[src/rtl/axis_packet_splitter_mc.sv]
// axis_packet_splitter_mc
// Cuts one AXI-Stream input into packets of pckt_size beats, with an optional
// packet-count limit. Consecutive packets go round-robin to M_COUNT output
// streams, and tlast is driven on each packet's final beat.
// Ports:
//   clk, rst                   clock, synchronous active-high reset
//   operation_start            start request (accepted in IDLE/END)
//   pckt_size, pckt_count      beats per packet / packet limit (0 = unlimited), latched at start
//   lock, external_error       intake freeze / forced error
//   operation_busy/complete    high in OPE / END
//   operation_error            one-cycle pulse on entry to ERR
//   transmission               any output handshake in the previous cycle
//   pckt_index                 packets closed in the current operation
//   s_axis_*                   input stream
//   m_axis_*                   M_COUNT output streams, flattened; tdest = channel index
module axis_packet_splitter_mc #(
  parameter int DATA_WIDTH          = 16,
  parameter int KEEP_ENABLE         = (DATA_WIDTH > 8),
  parameter int KEEP_WIDTH          = (KEEP_ENABLE != 0) ? (DATA_WIDTH + 7) / 8 : 1,
  parameter int ID_ENABLE           = 0,
  parameter int ID_WIDTH            = (ID_ENABLE != 0) ? 8 : 1,
  parameter int USER_ENABLE         = 0,
  parameter int USER_WIDTH          = (USER_ENABLE != 0) ? 8 : 1,
  parameter int M_COUNT             = 4,
  parameter int PCKT_WIDTH          = 32,
  parameter int CNT_WIDTH           = 16,
  parameter int ALLOW_LOCKS         = 1,
  parameter int IGNORE_TLAST        = 0,
  parameter int RAISE_NON_DIVISIBLE = (IGNORE_TLAST == 0),
  localparam int DEST_WIDTH         = (M_COUNT > 1) ? $clog2(M_COUNT) : 1
) (
  input  logic                           clk,
  input  logic                           rst,
  input  logic                           operation_start,
  input  logic [PCKT_WIDTH-1:0]          pckt_size,
  input  logic [CNT_WIDTH-1:0]           pckt_count,
  input  logic                           lock,
  input  logic                           external_error,
  output logic                           operation_busy,
  output logic                           operation_complete,
  output logic                           operation_error,
  output logic                           transmission,
  output logic [CNT_WIDTH-1:0]           pckt_index,
  input  logic [DATA_WIDTH-1:0]          s_axis_tdata,
  input  logic [KEEP_WIDTH-1:0]          s_axis_tkeep,
  input  logic                           s_axis_tvalid,
  output logic                           s_axis_tready,
  input  logic                           s_axis_tlast,
  input  logic [ID_WIDTH-1:0]            s_axis_tid,
  input  logic [USER_WIDTH-1:0]          s_axis_tuser,
  output logic [M_COUNT*DATA_WIDTH-1:0]  m_axis_tdata,
  output logic [M_COUNT*KEEP_WIDTH-1:0]  m_axis_tkeep,
  output logic [M_COUNT-1:0]             m_axis_tvalid,
  input  logic [M_COUNT-1:0]             m_axis_tready,
  output logic [M_COUNT-1:0]             m_axis_tlast,
  output logic [M_COUNT*ID_WIDTH-1:0]    m_axis_tid,
  output logic [M_COUNT*USER_WIDTH-1:0]  m_axis_tuser,
  output logic [M_COUNT*DEST_WIDTH-1:0]  m_axis_tdest
);

  localparam int BW = DATA_WIDTH + KEEP_WIDTH + ID_WIDTH + USER_WIDTH + 1;

  typedef enum logic [1:0] {S_IDLE, S_OPE, S_END, S_ERR} state_t;
  state_t state, state_next;

  logic [PCKT_WIDTH-1:0] size_q, beat_cnt;
  logic [CNT_WIDTH-1:0]  count_q;
  logic [DEST_WIDTH-1:0] ch_ptr;
  logic [M_COUNT-1:0]    ch_full;
  logic                  lock_eff, start_ok, s_hs;
  logic                  in_last, beat_final, pkt_close, limit_hit;
  logic [BW-1:0]         in_beat;

  assign lock_eff   = (ALLOW_LOCKS != 0) && lock;
  assign start_ok   = operation_start && (state == S_IDLE || state == S_END);
  assign s_hs       = s_axis_tvalid && s_axis_tready;
  assign in_last    = (IGNORE_TLAST == 0) && s_axis_tlast;
  assign beat_final = (beat_cnt == size_q - PCKT_WIDTH'(1));
  assign pkt_close  = beat_final || in_last;
  assign limit_hit  = (count_q != '0) && (pckt_index == count_q - CNT_WIDTH'(1));

  // Only the channel currently being filled can stall the input.
  assign s_axis_tready = (state == S_OPE) && !lock_eff && !ch_full[ch_ptr];

  assign operation_busy     = (state == S_OPE);
  assign operation_complete = (state == S_END);

  assign in_beat = {pkt_close,
                    (USER_ENABLE != 0) ? s_axis_tuser : '0,
                    (ID_ENABLE   != 0) ? s_axis_tid   : '0,
                    (KEEP_ENABLE != 0) ? s_axis_tkeep : '1,
                    s_axis_tdata};

  always_ff @(posedge clk) begin
    if (rst) state <= S_IDLE;
    else     state <= state_next;
  end

  always_comb begin
    state_next = state;
    case (state)
      S_IDLE, S_END: begin
        if (operation_start) state_next = (pckt_size == '0) ? S_ERR : S_OPE;
      end
      S_OPE: begin
        if (s_hs) begin
          if (beat_final) begin
            if (limit_hit || in_last) state_next = S_END;
          end else if (in_last) begin
            state_next = (RAISE_NON_DIVISIBLE != 0) ? S_ERR : S_END;
          end
        end
      end
      S_ERR:   state_next = S_IDLE;
      default: state_next = S_IDLE;
    endcase
    if (external_error) state_next = S_ERR;
  end

  always_ff @(posedge clk) begin
    if (rst) begin
      size_q          <= '0;
      count_q         <= '0;
      beat_cnt        <= '0;
      pckt_index      <= '0;
      ch_ptr          <= '0;
      operation_error <= 1'b0;
      transmission    <= 1'b0;
    end else begin
      operation_error <= (state_next == S_ERR) && (state != S_ERR);
      transmission    <= |(m_axis_tvalid & m_axis_tready);
      if (start_ok) begin
        size_q     <= pckt_size;
        count_q    <= pckt_count;
        beat_cnt   <= '0;
        pckt_index <= '0;
        ch_ptr     <= '0;
      end else if (s_hs) begin
        if (pkt_close) begin
          beat_cnt   <= '0;
          pckt_index <= pckt_index + CNT_WIDTH'(1);
          ch_ptr     <= (ch_ptr == DEST_WIDTH'(M_COUNT - 1)) ? '0 : ch_ptr + DEST_WIDTH'(1);
        end else begin
          beat_cnt <= beat_cnt + PCKT_WIDTH'(1);
        end
      end
    end
  end

  for (genvar c = 0; c < M_COUNT; c++) begin : g_ch
    logic [BW-1:0] head, tail;
    logic [1:0]    fill;
    logic          push, pop;

    assign push       = s_hs && (ch_ptr == DEST_WIDTH'(c));
    assign pop        = (fill != 2'd0) && m_axis_tready[c];
    assign ch_full[c] = (fill == 2'd2);

    // Two-entry skid: head feeds the output, tail catches a beat while the
    // head is stalled. Push is never offered while full, so push+pop only
    // happens with a single entry present.
    always_ff @(posedge clk) begin
      if (rst) begin
        fill <= 2'd0;
      end else begin
        case ({push, pop})
          2'b10: begin
            if (fill == 2'd0) head <= in_beat;
            else              tail <= in_beat;
            fill <= fill + 2'd1;
          end
          2'b01: begin
            head <= tail;
            fill <= fill - 2'd1;
          end
          2'b11:   head <= in_beat;
          default: ;
        endcase
      end
    end

    assign m_axis_tvalid[c] = (fill != 2'd0);
    assign m_axis_tlast[c]  = head[BW-1];
    assign m_axis_tdata[c*DATA_WIDTH +: DATA_WIDTH] = head[DATA_WIDTH-1:0];
    assign m_axis_tkeep[c*KEEP_WIDTH +: KEEP_WIDTH] = head[DATA_WIDTH +: KEEP_WIDTH];
    assign m_axis_tid[c*ID_WIDTH +: ID_WIDTH]       = head[DATA_WIDTH+KEEP_WIDTH +: ID_WIDTH];
    assign m_axis_tuser[c*USER_WIDTH +: USER_WIDTH] = head[DATA_WIDTH+KEEP_WIDTH+ID_WIDTH +: USER_WIDTH];
    assign m_axis_tdest[c*DEST_WIDTH +: DEST_WIDTH] = DEST_WIDTH'(c);
  end

endmodule

[config.mk]
export PLATFORM = sky130hd
export DESIGN_NAME = axis_packet_splitter_mc
export DESIGN_NICKNAME = d
export VERILOG_FILES = /design/src/rtl/axis_packet_splitter_mc.sv
export SDC_FILE = /design/constraint.sdc
export NUM_CORES = 1
export LEC_CHECK = 0
export CELL_PAD_IN_SITES_DETAIL_PLACEMENT = 0
export CELL_PAD_IN_SITES_GLOBAL_PLACEMENT = 1
export CORE_ASPECT_RATIO = 1.25
export CORE_UTILIZATION = 46
export CTS_CLUSTER_DIAMETER = 40
export CTS_CLUSTER_SIZE = 16
export DETAILED_ROUTE_END_ITERATION = 10
export PLACE_DENSITY = 0.95
export SLEW_MARGIN = 0
export SYNTH_ARGS = -nofsm -noshare
export SYNTH_HDL_FRONTEND = slang
export SYNTH_SLANG_ARGS = --single-unit
[constraint.sdc]
create_clock -name clk -period 10.5 [get_ports clk]
set_clock_uncertainty 0.15 [all_clocks]
set_input_delay 2.1 -clock clk [delete_from_list [all_inputs] [get_ports clk]]
set_output_delay 2.1 -clock clk [all_outputs]
set_load 0.1 [all_outputs]
==> results_dict.tcl, run 1 <==
set metrics [dict create \
    postSynthAreaPerCell_um2 10.8 \
    synth_most_common_cell "edfxtp_1" \
    synth_area_leaders "edfxtp_1 37%, dfxtp_1 18%, mux2_2 6.9%" \
    n_fill_cell 2151 \
    ys.flop_type "edfxtp_1" \
    layout_min_cycle_time_ns 6.26 \
    cp.arrival_ns 4.01 \
    grt_setup_unrepaired "no" \
    worstPathMaxFanout 3 \
    diodes 0 \
    cap_violations 0 \
    synth_cell_types 67 \
    cts.clk_slew.worst_paths_ns 0.06 \
    crit_cells 4 \
    fin_nets 1398 \
    coreArea_um2 26200 \
    cts_setup_buffers 0 \
    cts_buffers 31 \
    cp-end-kind "output pin" \
    cts_hold_buf 0 \
    grt_pass1_vias 8613 \
    die_y_um 185 \
    finalCritPeriodShare_pct 59.7 \
    drc_errors 0 \
    yosysWarnings 0 \
    clockRootBuffer "clkbuf_16" \
    drive_gt1_share_pct 12.1 \
    syn_to_final_growth_pct 23.9 \
    seq_area_frac_synth_pct 54.7 \
    fmax_ghz 0.160 \
    critical-path-top-delay-family "buffers and inverters" \
    path_buf_inv 2 \
    clock_latency_ns 0.55 \
    ioPinCount 196 \
    ys_async_sr_fraction_pct 0 \
    ir_worst_vdd_mv 0.127 \
    min_path_cells 2 \
    outcome "finished clean" \
    ys_seq_elements 262 \
    fin_tns_setup_ns 0 \
    rr_worst_depth 10 \
    crit_top_cell "clkdlybuf4s50_1" \
    start_util_pct 47.2 \
    routed_via_density 5.48 \
    max_slew.worst_pin.slew_ns 1.24 \
    setup_viol 0 \
    finalPower_mw 2.47 \
    crit_type "primary input to output pin" \
    via_count 9115 \
    drtAntennaViolNets 0 \
    antenna_found_initial 0 \
    drtIter0Drc 587 \
    cts_resized 0 \
    hold_class "flip-flop to flip-flop" \
    wirelength_mm 29.2 \
    drv_slew 0 \
    synth_common_cells "152 x edfxtp_1, 147 x nand2_1, 110 x dfxtp_1" \
    slowest_delay_ns 1.18 \
    rows 66 \
    tritoncts "yes" \
    dieArea_um2 27500 \
    grt_max_degree 65 \
    p_per_area_nw_per_um2 161 \
    hpwlAfterDp_mm 20.2 \
    h-tree-depth 1 \
    clock_tree.buffer_depth 3 \
    overflow 0 \
    crit_chain "clkdlybuf4s50_1, nand2b_1, nor2_1, clkdlybuf4s50_1" \
    slew_headroom_pct 17.4 \
    grt_pass1_wl_mm 45.8 \
    hold_viol_final 0 \
    post_drt_wl_per_cell_um 17.6 \
    synth_top_area_share_pct 36.9 \
    postSynthCellCount 1148 \
    grt_util_all_layers_pct 21.2 \
    numClockSinks 262 \
    netlist_area_um2 12400 \
    drt_pass1_iterations 5 \
    slowest_stage "clkdlybuf4s50_1" \
    required_ns 8.25 \
    die_w_um 149 \
    synth-edff-count 152 \
    io_buffers 177 \
    yosysTopAreaCell "edfxtp_1" \
    crit_path_start_kind "primary input" \
    gp_congestion 0.907 \
    leakagePower_nw 5.25 \
]
==> final cells by class <==
class | count | area, um2 | area share, %
timing repair buffer | 182 | 1800 | 11.8
clock inverter | 23 | 240 | 1.57
inverter | 30 | 113 | 0.735
sequential | 262 | 6770 | 44.1
clock buffer | 33 | 783 | 5.11
tap | 340 | 425 | 2.78
multi-input combinational | 794 | 5190 | 33.9
==> layer usage <==
| metal | GRT usage, % | part of all wire, % | vias to the layer above |
|---|---|---|---|
| met5 | 0 | 0 | - |
| met4 | 6.93 | 2.7 | 0 |
| met3 | 2.51 | 6.2 | 57 |
| met2 | 37.7 | 50 | 316 |
| met1 | 26.6 | 42 | 4320 |
| li1 | - | - | 4422 |
==> logic make-up (layout without fill, tap and decap cells) <==
| kind of cell | Yosys count | after routing | synth area share [%] |
|---|---|---|---|
| other cells | 2 | 16 | 0.0607 |
| mux | 81 | 81 | 7.43 |
| buf+inv | 106 | 268 | 3.93 |
| fa+ha+maj | 18 | 18 | 1.82 |
| xor+xnor | 100 | 100 | 7.08 |
| compound gates | 154 | 154 | 7.53 |
| flops | 262 | 262 | 54.7 |
| simple gates | 425 | 425 | 17.4 |
==> state kept, by name, summed over array words and instances, names as in the netlist <==
signal	count
ch_ptr	2
beat_cnt	32
g_ch.fill	8
transmission	1
g_ch.tail	76
operation_error	1
g_ch.head	76
pckt_index	16
size_q	32
state	2
count_q	16
==> final timing paths <==
kind | to | startpoint | slack (ns)
min reg2reg | count_q[7]$_SDFFE_PP0P_ | count_q[7]$_SDFFE_PP0P_ | 0.34
max reg2reg | g_ch[1].head[20]$_DFFE_PP_ | size_q[7]$_SDFFE_PP0P_ | 6.48
max | s_axis_tready | lock | 4.24
min | count_q[7]$_SDFFE_PP0P_ | count_q[7]$_SDFFE_PP0P_ | 0.34
==> cells in the final DEF, fill, tap and decap left out, drive strengths merged, types with 3 or more instances in the layout <==
cell             n
nor2            79
xor2            51
o31ai           18
mux2i            4
nand4           13
a21oi           81
clkdlybuf4s50  176
edfxtp         152
nand4b           4
inv             43
nor3b            5
nand2          147
ha              18
a41oi            4
conb            16
and2             3
dfxtp          110
and4             4
nor4b            3
or4             25
xnor2           49
nor2b            7
nor3            20
a31oi            4
nand3           40
buf              6
clkinv           8
o21ai           19
clkbuf          33
or2              5
mux2            76
or3             14
nor4            34
a311oi           3
o21a             3
and3            13
a211oi           8
o211ai           3
==> tightest hold or removal path: stages (launching register included) <==
cell	delay, ns
dfxtp_1	0.33
nand2_1	0.06
a21oi_1	0.06
==> metrics by stage <==
step | cell area [um2] | cells | hold slack [ns] | worst slack, ns | util (%)
floorplan | 12400 | 1162 | 0.307 | 3.88 | -
global placement | 14300 | 1608 | 0.322 | 4.22 | 54.6
detailed placement | 14300 | 1608 | 0.329 | 4.25 | 54.6
CTS | 15300 | 1664 | 0.340 | 4.24 | 58.6
global route | 15300 | 1664 | 0.364 | 4.16 | 58.6
finish | 15300 | 1664 | 0.342 | 4.24 | 58.6
==> power by group <==
group	internal (mW)	total (mW)	switching (mW)	leakage, nW
registers	1.10	1.12	0.0218	2.26
clock network	0.571	1.04	0.470	0.497
logic	0.111	0.301	0.190	2.49
total	1.79	2.47	0.682	5.25
(Power assumes the default switching activity.)
==> run 2: changes to the inputs <==
--- a/config.mk
+++ b/config.mk
@@ -8,11 +8,11 @@
 export CELL_PAD_IN_SITES_DETAIL_PLACEMENT = 0
 export CELL_PAD_IN_SITES_GLOBAL_PLACEMENT = 1
 export CORE_ASPECT_RATIO = 1.25
-export CORE_UTILIZATION = 46
+export CORE_UTILIZATION = 42
 export CTS_CLUSTER_DIAMETER = 40
 export CTS_CLUSTER_SIZE = 16
 export DETAILED_ROUTE_END_ITERATION = 10
-export PLACE_DENSITY = 0.95
+export PLACE_DENSITY = 0.92
 export SLEW_MARGIN = 0
 export SYNTH_ARGS = -nofsm -noshare
 export SYNTH_HDL_FRONTEND = slang
==> constraint.sdc (replaced) <==
create_clock -name clk -period 6.6 [get_ports clk]
set_clock_uncertainty 0.15 [all_clocks]
set_input_delay 1.32 -clock clk [delete_from_list [all_inputs] [get_ports clk]]
set_output_delay 1.32 -clock clk [all_outputs]
set_load 0.1 [all_outputs]
==> run 2 against run 1 <==
Effect of this change:
- sequential share of layout area shrank 0.22 points
- die area increased by 9.4%
- critical path depth is the same
- flip-flop and latch count did not move
- clock-buffer cell count decreased by 2
- non-clock buffer count up 1
- global-route usage fell by 1.4 points
- cell count rose by 3.1%
- critical path type unchanged
- largest cell class unchanged
==> results_dict.tcl, run 2 (synthesis results as in run 1) <==
set metrics [dict create \
    outcome "finished clean" \
    fin_nets 1398 \
    layout_min_cycle_time_ns 4.73 \
    rr_worst_depth 11 \
    r2r_setup_slack_ns 2.70 \
    final_cells 1715 \
    setup_slack_ns 1.87 \
    finalCritPeriodShare_pct 71.6 \
    place_ws_ns 1.88 \
    tritoncts "yes" \
    clockRootBuffer "clkbuf_16" \
    drive_gt1_share_pct 12.1 \
    grt_max_degree 52 \
    cts_buffers 30 \
    p_per_area_nw_per_um2 253 \
    diodes 0 \
    routed_via_density 5.36 \
    clock_power_share_pct 41.8 \
    intPower_mw 2.81 \
    slew_headroom_pct 16.9 \
    power.switching_mw 1.09 \
    die_y_um 194 \
    grt_util_all_layers_pct 19.8 \
    leakagePower_nw 5.24 \
    wirelength_mm 29.9 \
    syn_to_final_growth_pct 24.5 \
    sw_frac_of_total_pct 28.0 \
    cp-end-kind "output pin" \
    final_common_cell "clkdlybuf4s50_1" \
    hold_viol_final 0 \
    n_fill_cell 2506 \
    crit_type "primary input to output pin" \
    min_path_cells 2 \
    drc_errors 0 \
    multi_input_area_um2 5200 \
    gp_congestion 0.866 \
    rows 69 \
    reg_top3 "g_ch.head: 76 flops, g_ch.tail: 76 flops" \
    clock_tree.buffer_depth 3 \
    ir_worst_vdd_mv 0.199 \
    drtIter0Drc 682 \
    worstPathMaxFanout 3 \
    fmax_ghz 0.212 \
    via_count 9193 \
    combPwrFrac_pct 12.3 \
    required_ns 5.13 \
    cts_resized 0 \
    cap_violations 0 \
    r2r-start "size_q[0]$_SDFFE_PP0P_" \
    drtAntennaViolNets 0 \
    drv_slew 0 \
    coreArea_um2 28700 \
    numClockSinks 262 \
    cp.arrival_ns 3.26 \
    worstReg2RegEnd "g_ch[1].head[20]$_DFFE_PP_" \
    setup_viol 0 \
    critPathCapture "s_axis_tready" \
    overflow 0 \
    dieArea_um2 30100 \
    cts_hold_buf 0 \
    post_drt_wl_per_cell_um 17.4 \
    worstSetupStartpoint "lock" \
    die_w_um 155 \
    place_inst 1659 \
    cts_setup_buffers 0 \
    grt_setup_unrepaired "no" \
    ioPinCount 196 \
    start_util_pct 43.1 \
    hold_class "flip-flop to flip-flop" \
    io_buffers 177 \
    antenna_found_initial 0 \
    final-seq-area_um2 6770 \
    crit_path_start_kind "primary input" \
    grt_pass1_vias 8675 \
    seq_power_share_pct 45.8 \
    clock_latency_ns 0.57 \
    grt_pass1_wl_mm 47.2 \
    final_cell_mix "176 x clkdlybuf4s50_1, 152 x edfxtp_1, 147 x nand2_1" \
    finalPower_mw 3.90 \
    cts.clk_slew.worst_paths_ns 0.06 \
    hpwlAfterDp_mm 21.3 \
    max_slew.worst_pin.slew_ns 1.25 \
    drt_pass1_iterations 5 \
    h-tree-depth 1 \
    fin_tns_setup_ns 0 \
]
run 2: power groups by stage:
stage               logic [mW]  clock network [mW]  registers (mW)
finish                   0.482                1.63            1.79
CTS                      0.483                1.67            1.79
global route             0.521                1.74            1.79
global placement         0.472                   0            1.82
detailed placement       0.480                   0            1.82
floorplan                0.314                   0            1.85
run 2: area by class of cell:
class / instances / area share [%]
flip-flops and latches: 262 / 43.9
multi-input cells: 794 / 33.8
repair buffers: 183 / 11.8
clock buffers: 31 / 4.90
well taps: 390 / 3.17
clock inverters: 25 / 1.71
inverters: 30 / 0.731
run 2: layer usage:
| metal | part of all wire [%] | vias to the layer above | global-route usage [%] |
|---|---|---|---|
| met2 | 49 | 285 | 34.3 |
| met5 | 0 | - | 0 |
| li1 | - | 4443 | - |
| met4 | 2.1 | 0 | 5.45 |
| met3 | 5.5 | 50 | 2.62 |
| met1 | 43 | 4415 | 25.7 |
run 2: how the worst min path moves through the flow:
stage / start / end / slack (ns)
floorplan: size_q[26]$_SDFFE_PP0P_ / size_q[26]$_SDFFE_PP0P_ / 0.31
global placement: count_q[9]$_SDFFE_PP0P_ / count_q[9]$_SDFFE_PP0P_ / 0.32
detailed placement: count_q[7]$_SDFFE_PP0P_ / count_q[7]$_SDFFE_PP0P_ / 0.33
CTS: count_q[7]$_SDFFE_PP0P_ / count_q[7]$_SDFFE_PP0P_ / 0.34
global route: count_q[9]$_SDFFE_PP0P_ / count_q[9]$_SDFFE_PP0P_ / 0.36
finish: count_q[7]$_SDFFE_PP0P_ / count_q[7]$_SDFFE_PP0P_ / 0.33
run 2: per-stage QoR:
| step | hold WS, ns | area (um2) | utilization, % |
|---|---|---|---|
| after floorplan | 0.307 | 12400 | - |
| after global placement | 0.319 | 14400 | 50.2 |
| after detailed placement | 0.330 | 14400 | 50.2 |
| after CTS | 0.339 | 15400 | 53.7 |
| after global routing | 0.364 | 15400 | 53.7 |
| final | 0.333 | 15400 | 53.7 |
run 2: worst max-delay path, stage by stage:
cell,delay (ns)
clkdlybuf4s50_1,0.39
nand2b_1,0.17
nor2_1,0.18
clkdlybuf4s50_1,1.19
==> run 3: changes to the inputs <==
--- a/config.mk
+++ b/config.mk
@@ -8,11 +8,11 @@
 export CELL_PAD_IN_SITES_DETAIL_PLACEMENT = 0
 export CELL_PAD_IN_SITES_GLOBAL_PLACEMENT = 1
 export CORE_ASPECT_RATIO = 1.25
-export CORE_UTILIZATION = 42
+export CORE_UTILIZATION = 38
 export CTS_CLUSTER_DIAMETER = 40
 export CTS_CLUSTER_SIZE = 16
 export DETAILED_ROUTE_END_ITERATION = 10
-export PLACE_DENSITY = 0.92
+export PLACE_DENSITY = 0.88
 export SLEW_MARGIN = 0
 export SYNTH_ARGS = -nofsm -noshare
 export SYNTH_HDL_FRONTEND = slang
==> constraint.sdc (replaced) <==
create_clock -name clk -period 4.23 [get_ports clk]
set_clock_uncertainty 0.15 [all_clocks]
set_input_delay 0.846 -clock clk [delete_from_list [all_inputs] [get_ports clk]]
set_output_delay 0.846 -clock clk [all_outputs]
set_load 0.1 [all_outputs]
==> run 3 against run 2 <==
Effect of this change:
- critical path depth grew 9
- non-clock buffer count increased by 22
- highest routed layer unchanged
- die area grew 10%
- largest cell class unchanged
- largest power group is now the clock network
- critical path type is now flip-flop to flip-flop
- combinational power rose by 58%
==> results_dict.tcl, run 3 (synthesis results as in run 1) <==
set metrics [dict create \
    power.switching_mw 1.71 \
    hold_viol_final 0 \
    max_slew.worst_pin.slew_ns 1.11 \
    cp.arrival_ns 4.08 \
    grt_max_degree 39 \
    worstReg2RegEnd "pckt_index[7]$_SDFFE_PP0P_" \
    cp-end-kind "flip-flop" \
    routed_via_density 5.23 \
    setup_slack_ns 0.398 \
    drive_gt1_share_pct 14.1 \
    n_fill_cell 2854 \
    drtAntennaViolNets 0 \
    ir_worst_vdd_mv 0.381 \
    cap_violations 0 \
    post_drt_wl_per_cell_um 17.2 \
    hpwlAfterDp_mm 21.7 \
    required_ns 4.47 \
    grt_util_all_layers_pct 18.4 \
    seq_power_share_pct 43.2 \
    drc_errors 0 \
    h-tree-depth 2 \
    r2r-start "size_q[0]$_SDFFE_PP0P_" \
    fin_nets 1424 \
    die_y_um 204 \
    leakagePower_nw 5.45 \
    fin_tns_setup_ns 0 \
    min_path_cells 2 \
    clock_latency_ns 0.51 \
    place_ws_ns 0.387 \
    r2r_setup_slack_ns 0.40 \
    rr_worst_depth 13 \
    grt_setup_unrepaired "no" \
    slew_headroom_pct 26.2 \
    intPower_mw 4.75 \
    antenna_found_initial 0 \
    die_w_um 163 \
    coreArea_um2 31900 \
    clock_tree.buffer_depth 3 \
    sw_frac_of_total_pct 26.4 \
    layout_min_cycle_time_ns 3.83 \
    crit_path_start_kind "flip-flop" \
    dieArea_um2 33300 \
    diodes 0 \
    p_per_area_nw_per_um2 409 \
    ioPinCount 196 \
    numClockSinks 262 \
    via_count 9234 \
    final_common_cell "clkdlybuf4s50_1" \
    hold_path_end "count_q[7]$_SDFFE_PP0P_" \
    hold_class "flip-flop to flip-flop" \
    cts_buffers 34 \
    grt_pass1_vias 8880 \
    drtIter0Drc 675 \
    outcome "finished clean" \
    clock_power_share_pct 45.0 \
    final_cell_mix "175 x clkdlybuf4s50_1, 152 x edfxtp_1, 147 x nand2_1" \
    crit_type "flip-flop to flip-flop" \
    io_buffers 177 \
    combPwrFrac_pct 11.8 \
    rows 73 \
    wirelength_mm 30.4 \
    overflow 0 \
    grt_pass1_wl_mm 48.1 \
    drt_pass1_iterations 5 \
    cts_setup_buffers 0 \
    clockRootBuffer "clkbuf_16" \
    cts.clk_slew.worst_paths_ns 0.05 \
    start_util_pct 38.8 \
    setup_viol 0 \
    reg_top3 "g_ch.head: 76 flops, g_ch.tail: 76 flops" \
    gp_congestion 0.884 \
    hold_start "count_q[7]$_SDFFE_PP0P_" \
    drv_slew 0 \
    worstPathMaxFanout 32 \
    fmax_ghz 0.261 \
    tritoncts "yes" \
    finalCritPeriodShare_pct 90.6 \
    syn_to_final_growth_pct 27.8 \
]
-- run 3: cell count changes in the layout (fill, tap and decap cells not counted), moves of 2 or more --
cell / previous run / this run
buf_4: 6 / 24
buf_12: 0 / 5
clkbuf_16: 30 / 34
clkinv_2: 1 / 5
bufinv_16: 0 / 3
clkinv_1: 4 / 1
clkinv_4: 4 / 1
clkbuf_1: 1 / 3
clkinv_8: 6 / 4
inv_6: 5 / 3
-- run 3: worst max path at each step --
stage / endpoint / startpoint / slack, ns
3_3_place_gp: pckt_index[14]$_SDFFE_PP0P_ / size_q[0]$_SDFFE_PP0P_ / 0.44
3_5_place_dp: pckt_index[7]$_SDFFE_PP0P_ / size_q[0]$_SDFFE_PP0P_ / 0.39
2_1_floorplan: g_ch[2].head[0]$_DFFE_PP_ / state[0]$_SDFF_PP0_ / 0.27
6_report: pckt_index[7]$_SDFFE_PP0P_ / size_q[0]$_SDFFE_PP0P_ / 0.40
5_1_grt: pckt_index[7]$_SDFFE_PP0P_ / size_q[15]$_SDFFE_PP0P_ / 0.18
4_1_cts: pckt_index[7]$_SDFFE_PP0P_ / size_q[0]$_SDFFE_PP0P_ / 0.33
-- run 3: timing repair --
item,CTS,global route
hold buffers,0,0
setup endpoints to repair,0,7
resized for setup,0,1
-- run 3: through the flow --
stage / hold WS (ns) / utilization, % / power (mW) / instance area [um2] / std cells
3_5_place_dp: 0.327 / 46.0 / 3.60 / 14600 / 1703
6_report: 0.331 / 49.6 / 6.46 / 15800 / 1764
2_1_floorplan: 0.307 / - / 3.38 / 12400 / 1162
3_3_place_gp: 0.322 / 46.0 / 3.59 / 14600 / 1703
5_1_grt: 0.358 / 49.6 / 6.69 / 15800 / 1764
4_1_cts: 0.334 / 49.6 / 6.52 / 15800 / 1764
-- run 3: worst max-delay path: stages (launching register included) --
cell and delay (ns):
dfxtp_1 0.38, inv_1 0.09, ha_1 0.24, or3b_1 0.43, xnor2_1 0.15, nor4b_1 0.51, nand3_1 0.16, nor4_1 0.30
and4_1 0.26, a41oi_2 0.15, buf_12 0.21, inv_2 0.31, a21oi_1 0.14, a31o_2 0.23
-- run 3: area by class of cell --
class                      count  area [um2]  area share (%)
timing repair buffer         205        2040            12.9
multi-input combinational    794        5220            33.0
inverter                      30         113           0.712
clock buffer                  38         876            5.54
sequential                   262        6770            42.8
clock inverter                23         280            1.77
tap                          412         515            3.26
-- run 3: power by group through the flow --
| stage | clock network (mW) | registers [mW] | logic, mW |
|---|---|---|---|
| after floorplan | 0 | 2.89 | 0.493 |
| after global placement | 0 | 2.84 | 0.746 |
| after detailed placement | 0 | 2.85 | 0.757 |
| after CTS | 2.97 | 2.79 | 0.762 |
| after global routing | 3.07 | 2.80 | 0.824 |
| final | 2.91 | 2.79 | 0.761 |
-- run 3: routing by layer --
metal / global-route usage, % / up-vias / routed length (um)
met5: 0 / - / 0
met1: 23.6 / 4390 / 13200
met3: 2.81 / 49 / 1760
li1: - / 4477 / -
met4: 5.57 / 0 / 652
met2: 31.6 / 318 / 14800
